### config.mk
export PLATFORM = sky130hd
export DESIGN_NAME = result_serializer_flat
export DESIGN_NICKNAME = d
export VERILOG_FILES = /design/src/rtl/result_serializer_if.sv /design/src/rtl/result_serializer.sv /design/src/flat_wrapper.sv
export SDC_FILE = /design/constraint.sdc
export NUM_CORES = 1
export LEC_CHECK = 0
export CAP_MARGIN = 10
export CORE_ASPECT_RATIO = 1.5
export CORE_MARGIN = 4
export CORE_UTILIZATION = 50
export DETAILED_ROUTE_END_ITERATION = 10
export GPL_ROUTABILITY_DRIVEN = 0
export GPL_TIMING_DRIVEN = 0
export PLACE_DENSITY = 0.8
export SETUP_SLACK_MARGIN = 0.5
export SYNTH_ARGS = -nofsm -noshare
export SYNTH_HDL_FRONTEND = slang
export SYNTH_SLANG_ARGS = --single-unit
### constraint.sdc
create_clock -name clk -period 3.5 [get_ports clk]
set_input_delay 0.875 -clock clk [delete_from_list [all_inputs] [get_ports clk]]
set_output_delay 0.875 -clock clk [all_outputs]
set_load 0.005 [all_outputs]
### src/rtl/result_serializer_if.sv
// Output stream of the result serializer: one W-bit field per transfer,
// tagged with its field index and a last-field flag.
interface result_serializer_if #(
  parameter int unsigned W = 4
);
  logic         out_valid;
  logic         out_ready;
  logic [W-1:0] out_data;
  logic [3:0]   out_index;
  logic         out_last;

  modport master (
    output out_valid,
    output out_data,
    output out_index,
    output out_last,
    input  out_ready
  );

  modport slave (
    input  out_valid,
    input  out_data,
    input  out_index,
    input  out_last,
    output out_ready
  );
endinterface

### src/rtl/result_serializer.sv
// Captures nine operator-unit results on start and streams them out one field per
// transfer over a valid/ready port, keeping a running XOR checksum of the frame.
module result_serializer #(
  parameter int unsigned W = 4
) (
  input  logic         clk,
  input  logic         rst,
  input  logic         start,
  input  logic [W-1:0] Arithmetic,
  input  logic [W-1:0] Shift,
  input  logic [W-1:0] Relational,
  input  logic [W-1:0] Equality,
  input  logic [W-1:0] Bitwise,
  input  logic [W-1:0] Reduction,
  input  logic [W-1:0] Logical,
  input  logic [W-1:0] Concatenation,
  input  logic [W-1:0] Conditional,
  result_serializer_if.master out_if,
  output logic         busy,
  output logic         done,
  output logic [W-1:0] chk
);

  localparam logic [3:0] LastIdx = 4'd8;

  typedef enum logic [1:0] {
    StIdle,
    StSend,
    StDone
  } state_e;

  typedef logic [8:0][W-1:0] bank_t;

  state_e       state_q, state_d;
  bank_t        bank_q, bank_d;
  bank_t        fields_in;
  logic [3:0]   idx_q, idx_d;
  logic [W-1:0] data_q, data_d;
  logic         valid_q, valid_d;
  logic         last_q, last_d;
  logic         busy_q, busy_d;
  logic         done_q, done_d;
  logic [W-1:0] chk_q, chk_d;
  logic         xfer;

  // Element 0 is Arithmetic, element 8 is Conditional.
  assign fields_in = {Conditional, Concatenation, Logical, Reduction, Bitwise,
                      Equality, Relational, Shift, Arithmetic};

  assign xfer = valid_q && out_if.out_ready;

  always_comb begin
    state_d = state_q;
    bank_d  = bank_q;
    idx_d   = idx_q;
    data_d  = data_q;
    valid_d = valid_q;
    last_d  = last_q;
    busy_d  = busy_q;
    done_d  = 1'b0;
    chk_d   = chk_q;

    unique case (state_q)
      StIdle: begin
        if (start) begin
          bank_d  = fields_in;
          chk_d   = '0;
          idx_d   = 4'd0;
          data_d  = fields_in[0];
          valid_d = 1'b1;
          last_d  = 1'b0;
          busy_d  = 1'b1;
          state_d = StSend;
        end
      end
      StSend: begin
        if (xfer) begin
          chk_d = chk_q ^ data_q;
          if (idx_q == LastIdx) begin
            valid_d = 1'b0;
            last_d  = 1'b0;
            done_d  = 1'b1;
            state_d = StDone;
          end else begin
            idx_d  = idx_q + 4'd1;
            data_d = bank_q[idx_q + 4'd1];
            last_d = (idx_q == LastIdx - 4'd1);
          end
        end
      end
      StDone: begin
        // start is not looked at here, which forces one IDLE cycle between frames.
        busy_d  = 1'b0;
        state_d = StIdle;
      end
      default: begin
        state_d = StIdle;
      end
    endcase
  end

  always_ff @(posedge clk or posedge rst) begin
    if (rst) begin
      state_q <= StIdle;
      bank_q  <= '0;
      idx_q   <= 4'd0;
      data_q  <= '0;
      valid_q <= 1'b0;
      last_q  <= 1'b0;
      busy_q  <= 1'b0;
      done_q  <= 1'b0;
      chk_q   <= '0;
    end else begin
      state_q <= state_d;
      bank_q  <= bank_d;
      idx_q   <= idx_d;
      data_q  <= data_d;
      valid_q <= valid_d;
      last_q  <= last_d;
      busy_q  <= busy_d;
      done_q  <= done_d;
      chk_q   <= chk_d;
    end
  end

  assign out_if.out_valid = valid_q;
  assign out_if.out_data  = data_q;
  assign out_if.out_index = idx_q;
  assign out_if.out_last  = last_q;
  assign busy             = busy_q;
  assign done             = done_q;
  assign chk              = chk_q;

endmodule

### src/flat_wrapper.sv
// flat-port wrapper written by rule: the top's interface ports become plain ports
module result_serializer_flat 
#(
  parameter int unsigned W = 4
)
  (clk, rst, start, Arithmetic, Shift, Relational, Equality, Bitwise, Reduction, Logical, Concatenation, Conditional, busy, done, chk, out_if_out_valid, out_if_out_data, out_if_out_index, out_if_out_last, out_if_out_ready);
  result_serializer_if #(.W(W)) out_if_i ();
  input  logic clk;
  input  logic rst;
  input  logic start;
  input  logic [W-1:0] Arithmetic;
  input  logic [W-1:0] Shift;
  input  logic [W-1:0] Relational;
  input  logic [W-1:0] Equality;
  input  logic [W-1:0] Bitwise;
  input  logic [W-1:0] Reduction;
  input  logic [W-1:0] Logical;
  input  logic [W-1:0] Concatenation;
  input  logic [W-1:0] Conditional;
  output logic busy;
  output logic done;
  output logic [W-1:0] chk;
  output wire logic [$bits(out_if_i.out_valid)-1:0] out_if_out_valid;
  output wire logic [$bits(out_if_i.out_data)-1:0] out_if_out_data;
  output wire logic [$bits(out_if_i.out_index)-1:0] out_if_out_index;
  output wire logic [$bits(out_if_i.out_last)-1:0] out_if_out_last;
  input wire logic [$bits(out_if_i.out_ready)-1:0] out_if_out_ready;
  assign out_if_out_valid = out_if_i.out_valid;
  assign out_if_out_data = out_if_i.out_data;
  assign out_if_out_index = out_if_i.out_index;
  assign out_if_out_last = out_if_i.out_last;
  assign out_if_i.out_ready = out_if_out_ready;
  result_serializer #(.W(W)) u_core (.clk(clk), .rst(rst), .start(start), .Arithmetic(Arithmetic), .Shift(Shift), .Relational(Relational), .Equality(Equality), .Bitwise(Bitwise), .Reduction(Reduction), .Logical(Logical), .Concatenation(Concatenation), .Conditional(Conditional), .out_if(out_if_i), .busy(busy), .done(done), .chk(chk));
endmodule
==> impl_results.md, run 1 <==
* Status: completed
* Max Freq at 408 MHz
* NumNets Final at 388
* Rel. slew slack at 60.7%
* Hold WC Path Type: reg -> reg
* Clock latency on the worst-skew pair at 0.31 ns
* Initial DRC count at 126
* Ratio of cells with drive above 1 in the final layout at 6.92%
* Reg2Reg Depth at 8
* NetSw at 0.00109 W
* Synthesized area at 2610 um2
* Leakage at 1.60 nW
* Die height at 96.5 um
* Vias at 2,162
* Core region area at 5080 um2
* Port Buffer Count at 55
* Yosys Warn Count at 0
* Switching share of total power at 37.2%
* Io pins at 56
* Tightest Pin Transition at 0.588 ns
* Sequential cell area fraction in the yosys report at 51.8%
* CP required at 3.74 ns
* Setup crit end kind: register
* Final setup viols at 0
* Final Slew Violations at 0
* Most frequent cells in the layout: 119 x nand2_1, 55 x clkdlybuf4s50_1, 54 x dfrtp_1
* Rows at 32
* Setup WS pre-CTS at 0.727 ns
* Clk buf depth at 2
* Most common cell after layout, fill and taps aside: nand2_1
* Final hold vios at 0
* Clk pin slew, worst setup/hold paths at 0.09 ns
* Dpl hpwl at 4.51 mm
* Worst vdd ir at 0.482 mV
* All-layer global routing usage at 19.9%
* Largest net degree at the start of global routing at 38
* WP data arrival at 2.69 ns
* Layout fillers at 432
* # DRC at 0
* TritonRoute pass-1 iters at 4
* Logic pwr share at 48.6%
* Final cycle utilization of the critical path at 70.0%
* Clock share of power at 14.3%
* RSZ-0062 raised after global routing: no
* Crit Path Max Fanout at 10
* Full die area at 6460 um2
* Gr ovfl total at 0
* Clock sink count at 54
* Post-synthesis cell type count at 38
* Tot Pwr at 0.00293 W
* Hold Path Cell Cnt at 2
* WS Path Type: in -> reg
* PnR worst setup slack at 1.05 ns
* Final Skew at 0.00687 ns
* Antenna cells at 0
* Routed Antenna Nets at 0
* Antenna violations before repair at 0
* Final min period at 2.45 ns
* Power density over cell area at 868 nW/um2
* Hold WS at 0.482 ns
* Root Buffer Master: clkbuf_8
* Initial Util at 51.3%
* Gates resized, CTS repair at 0
* Hold-fix buffers at CTS at 0
* Synth Register Bits at 54
* Post-CTS Setup Bufs at 0
* Reg power frac at 37.1%
* First-pass GRT wire length at 9.67 mm
* DR vias/cell at 5.21
* Avg Cell Area, Syn at 9.22 um2
* Max-Cap Viols at 0
* CTS HTree Levels at 2
* Area growth syn-to-layout at 29.3%
* Setup TNS Final at 0 ns
* Drt total wl at 5.97 mm
* CTS buffer count at 5
* Die span in x at 67.0 um
* Cell Int Power at 0.00184 W
* Syn_nets at 325
* Routed wire per std cell at 14.4 um
* Number of global-route vias before repair at 2,140
* Post-Syn Instances at 283
* CP Launch Type: input port
* TritonCTS clock tree: built
-- flip-flops by register name, summed over array words and instances, names as in the netlist --
register                 cells
u_core.bank_q               36
u_core.chk                   4
u_core.out_if.out_data       4
u_core.out_if.out_index      4
u_core.state_q               2
u_core.busy                  1
u_core.done                  1
u_core.out_if.out_last       1
u_core.out_if.out_valid      1
-- critical path: stages --
cell and delay, ns:
clkdlybuf4s50_1 0.50, nor3b_1 0.44, clkbuf_1 0.39, buf_2 0.33, nand2_1 0.10, nand2_1 0.06
-- power by group through the flow --
stage / Combinational [W] / Clock, W / Sequential (W)
final: 0.00143 / 0.000418 / 0.00109
after global routing: 0.00157 / 0.000450 / 0.00112
after CTS: 0.00144 / 0.000422 / 0.00109
after detailed placement: 0.00143 / 0 / 0.00110
after global placement: 0.00137 / 0 / 0.00109
after floorplan: 0.000993 / 0 / 0.00106
-- cell usage after synthesis --
cell / number / share of area (%)
inv_2: 1 / 0.14
nand3b_1: 4 / 1.2
nor3b_1: 1 / 0.29
nand4bb_1: 1 / 0.43
a21oi_1: 5 / 0.96
o41ai_1: 1 / 0.34
nand2_1: 119 / 17
buf_2: 6 / 1.2
and2b_1: 2 / 0.58
o21ai_1: 1 / 0.19
nor2b_1: 1 / 0.24
or3_1: 4 / 0.96
a311oi_1: 1 / 0.34
a21o_1: 2 / 0.58
dfrtp_1: 54 / 52
and4b_1: 1 / 0.38
a211o_1: 1 / 0.34
a21oi_2: 3 / 1.0
nand3_1: 6 / 1.2
mux4_2: 3 / 2.6
o31ai_1: 4 / 1.2
nand4b_1: 2 / 0.67
nand2b_1: 2 / 0.48
buf_6: 1 / 0.43
a2111oi_0: 2 / 0.67
a31oi_1: 1 / 0.24
o211ai_1: 2 / 0.58
inv_1: 4 / 0.58
xor2_1: 6 / 2.0
clkbuf_1: 7 / 1.0
and2_1: 1 / 0.24
or3b_1: 2 / 0.67
nor2_1: 8 / 1.2
mux2i_1: 14 / 5.4
buf_12: 1 / 0.77
ha_1: 2 / 0.96
o21ai_0: 6 / 1.2
nor3_1: 1 / 0.19
-- layout make-up --
cell class              count  area [um2]  area share, %
inverters                   5        18.8          0.556
multi-input cells         209        1150           34.1
flip-flops and latches     54        1350           40.0
well taps                  68        85.1           2.52
repair buffers             56         571           16.9
clock inverters             2        37.5           1.11
plain buffers              15        87.6           2.59
clock buffers               6        72.6           2.15
-- logic make-up (layout without fill, tap and decap cells) --
logic type | after synthesis | after routing | share of synthesized area, %
simple gates | 155 | 155 | 25.7
flops | 54 | 54 | 51.8
compound gates | 29 | 29 | 7.53
buf+inv | 20 | 84 | 4.07
mux | 17 | 17 | 7.96
xor+xnor | 6 | 6 | 2.01
fa+ha+maj | 2 | 2 | 0.959
-- routing by layer --
metal  vias up  track usage [%]  wire length [um]
met2        60             35.1              3060
met5         -                0                 0
met4         0             8.97               173
met3        14             3.59               262
li1       1056                -                 -
met1      1032             23.4              2480
-- final timing paths --
path / startpoint / end / slack (ns)
worst max-delay path: start / u_core.bank_q[27] / 1.05
worst min-delay path: u_core.bank_q[25] / u_core.bank_q[25] / 0.48
worst max register to register: u_core.out_if.out_index[0] / u_core.out_if.out_data[3] / 1.17
worst min register to register: u_core.bank_q[25] / u_core.bank_q[25] / 0.48
max in group asynchronous: rst / u_core.bank_q[31] / 2.10
min in group asynchronous: rst / u_core.out_if.out_index[2] / 0.87
-- metrics by stage --
| step | instances | instance area, um2 | util [%] |
|---|---|---|---|
| after floorplan | 283 | 2610 | - |
| after global placement | 406 | 3250 | 63.8 |
| after detailed placement | 407 | 3270 | 64.2 |
| after CTS | 415 | 3380 | 66.4 |
| after global routing | 415 | 3380 | 66.4 |
| final | 415 | 3380 | 66.4 |
No activity file was read; power rests on OpenSTA's default activity.
==> inputs of run 2 (changes only) <==
clock period = 2.35 ns   (was 3.5 ns; I/O delays follow)
==> impl_results.md, run 2 (synthesis results as in run 1) <==
* Status: completed
* Largest net degree at the start of global routing at 55 (+45%)
* Clk pin slew, worst setup/hold paths at 0.09 ns (about the same)
* Die height at 96.5 um (unchanged)
* WP data arrival at 2.22 ns (-0.47 ns)
* TritonCTS clock tree: built
* Worst vdd ir at 0.553 mV (+15%)
* Rows at 32 (unchanged)
* Core region area at 5080 um2 (unchanged)
* Final setup viols at 0 (unchanged)
* NetSw at 0.00182 W (+67%)
* RSZ-0062 raised after global routing: yes
* Initial DRC count at 217 (+72%)
* Worst stage delay on the critical path at 0.47 ns (-0.03 ns)
* PnR worst setup slack at 0.381 ns (-0.670 ns)
* CTS HTree Levels at 2 (unchanged)
* Antenna violations before repair at 0 (unchanged)
* Power density over cell area at 1320 nW/um2 (+52%)
* Antenna cells at 0 (unchanged)
* Clock latency on the worst-skew pair at 0.32 ns (about the same)
* Root Buffer Master: clkbuf_8
* Reg power frac at 33.8% (-3.3 points)
* CP Launch Type: register
* Switching share of total power at 38.0% (+0.79 points)
* First-pass GRT wire length at 10.2 mm (+5.4%)
* Crit-path cells: inv_2, ha_4, buf_12, buf_12, mux2i_1, mux4_2, nand3b_1, a21oi_2
* Most common cell after layout, fill and taps aside: nand2_1
* Routed Antenna Nets at 0 (unchanged)
* Clk buf depth at 2 (unchanged)
* All-layer global routing usage at 21.1% (+1.1 points)
* Rel. slew slack at 65.5% (+4.8 points)
* Crit Path Max Fanout at 8 (-2)
* Hold WC Path Type: reg -> reg
* Layout fillers at 383 (-11%)
* Max Freq at 508 MHz
* Critical-path top delay cell: mux4_2
* Dpl hpwl at 4.27 mm (-5.2%)
* Leakage at 1.73 nW (+7.8%)
* Gr ovfl total at 0 (unchanged)
* Number of global-route vias before repair at 2,264 (+5.8%)
* CP required at 2.60 ns (-1.14 ns)
* Routed wire per std cell at 15.4 um (+6.9%)
* # DRC at 0 (unchanged)
* Port Buffer Count at 55 (unchanged)
* Initial Util at 51.3% (unchanged)
* Setup WS pre-CTS at -0.0864 ns (-0.814 ns)
* TritonRoute pass-1 iters at 4 (unchanged)
* Full die area at 6460 um2 (unchanged)
* Most frequent cells in the layout: 119 x nand2_1, 53 x dfrtp_1, 52 x clkdlybuf4s50_1
* Setup crit end kind: register
* Die span in x at 67.0 um (unchanged)
* Final Skew at 0.00757 ns (+0.000703 ns)
* WS Path Type: reg -> reg
* Max-Cap Viols at 0 (unchanged)
* Final min period at 1.97 ns
* CP dominant cell by count: buf_12
* Ratio of cells with drive above 1 in the final layout at 16.0% (+9.1 points)
* Cell Int Power at 0.00297 W (+61%)
* Final cycle utilization of the critical path at 83.8%
* Clock share of power at 10.6% (-3.7 points)
* Final hold vios at 0 (unchanged)
* Area growth syn-to-layout at 38.6%
* NumNets Final at 405 (+4.4%)
* Clock sink count at 54 (unchanged)
* Logic pwr share at 55.5% (+6.9 points)
* DR vias/cell at 5.36 (+3.0%)
* Final Slew Violations at 0 (unchanged)
* Drt total wl at 6.63 mm (+11%)
* Io pins at 56 (unchanged)
* Max reg flops at 36 (unchanged)
* Vias at 2,312 (+6.9%)
* Top reg by flops: u_core.bank_q
* Tot Pwr at 0.00478 W (+63%)
* Tightest Pin Transition at 0.517 ns (-0.0710 ns)
* CTS buffer count at 5 (unchanged)
run 2: changes by cell type in the layout (fill, tap and decap cells not counted), moves of 2 or more:
cell	previous run	this run
dlymetal6s2s_1	0	2
ha_4	0	2
buf_12	2	4
a2111oi_0	2	0
clkbuf_1	8	1
clkbuf_2	0	2
buf_4	0	16
ha_1	2	0
clkinv_2	0	2
clkdlybuf4s50_1	55	52
clkbuf_4	0	3
run 2: final timing paths:
kind / from / endpoint / slack (ns) / cells after the start
max in group asynchronous: rst / u_core.out_if.out_last / 1.22 / 3
min: u_core.bank_q[28] / u_core.bank_q[28] / 0.48 / 2
min reg2reg: u_core.bank_q[28] / u_core.bank_q[28] / 0.48 / 2
max reg2reg: u_core.out_if.out_index[1] / u_core.out_if.out_data[3] / 0.38 / 8
max: u_core.out_if.out_index[1] / u_core.out_if.out_data[3] / 0.38 / 8
min in group asynchronous: rst / u_core.out_if.out_index[3] / 0.61 / 2
run 2: cell type report:
type | instances | area (um2) | area share [%]
Tap cell | 68 | 85.1 | 2.35
Buffer | 15 | 114 | 3.15
Timing Repair Buffer | 73 | 718 | 19.8
Multi-Input combinational cell | 209 | 1240 | 34.3
Clock inverter | 2 | 10.0 | 0.277
Clock buffer | 5 | 68.8 | 1.90
Sequential cell | 54 | 1350 | 37.4
Inverter | 5 | 27.5 | 0.761
run 2: through the flow:
step	std cells	setup TNS [ns]	instance area, um2	util, %	hold WS [ns]
6_report	431	0	3620	71.2	0.478
5_1_grt	431	0	3620	71.2	0.504
4_1_cts	422	0	3490	68.6	0.484
3_5_place_dp	406	-1.86	3270	64.3	0.462
3_3_place_gp	406	-1.78	3270	64.3	0.457
2_1_floorplan	283	0	2630	-	0.439
run 2: layer usage:
metal / wire [um] / track usage, % / up-vias
li1: - / - / 1093
met1: 2490 / 23.9 / 1103
met2: 3550 / 38.0 / 95
met3: 379 / 2.89 / 21
met4: 209 / 10.8 / 0
met5: 0 / 0 / -
run 2: critical path, delay by kind of cell (launching register included):
kind	cells	cell delay, ns
flops	1	0.43
mux	2	0.59
buf+inv	3	0.36
compound gates	1	0.13
simple gates	1	0.19
fa+ha+maj	1	0.21
run 2: repair_timing:
item,in CTS,in global routing
hold buffers,0,0
endpoints found under the setup margin,48,49
gates resized for setup,20,13
setup buffers,9,8
pin swaps,3,5
run 2: power groups by stage:
stage	registers (W)	logic, W	clock network (W)
3_3_place_gp	0.00162	0.00209	0
3_5_place_dp	0.00164	0.00215	0
4_1_cts	0.00161	0.00245	0.000510
5_1_grt	0.00166	0.00290	0.000555
2_1_floorplan	0.00158	0.00152	0
6_report	0.00162	0.00266	0.000509
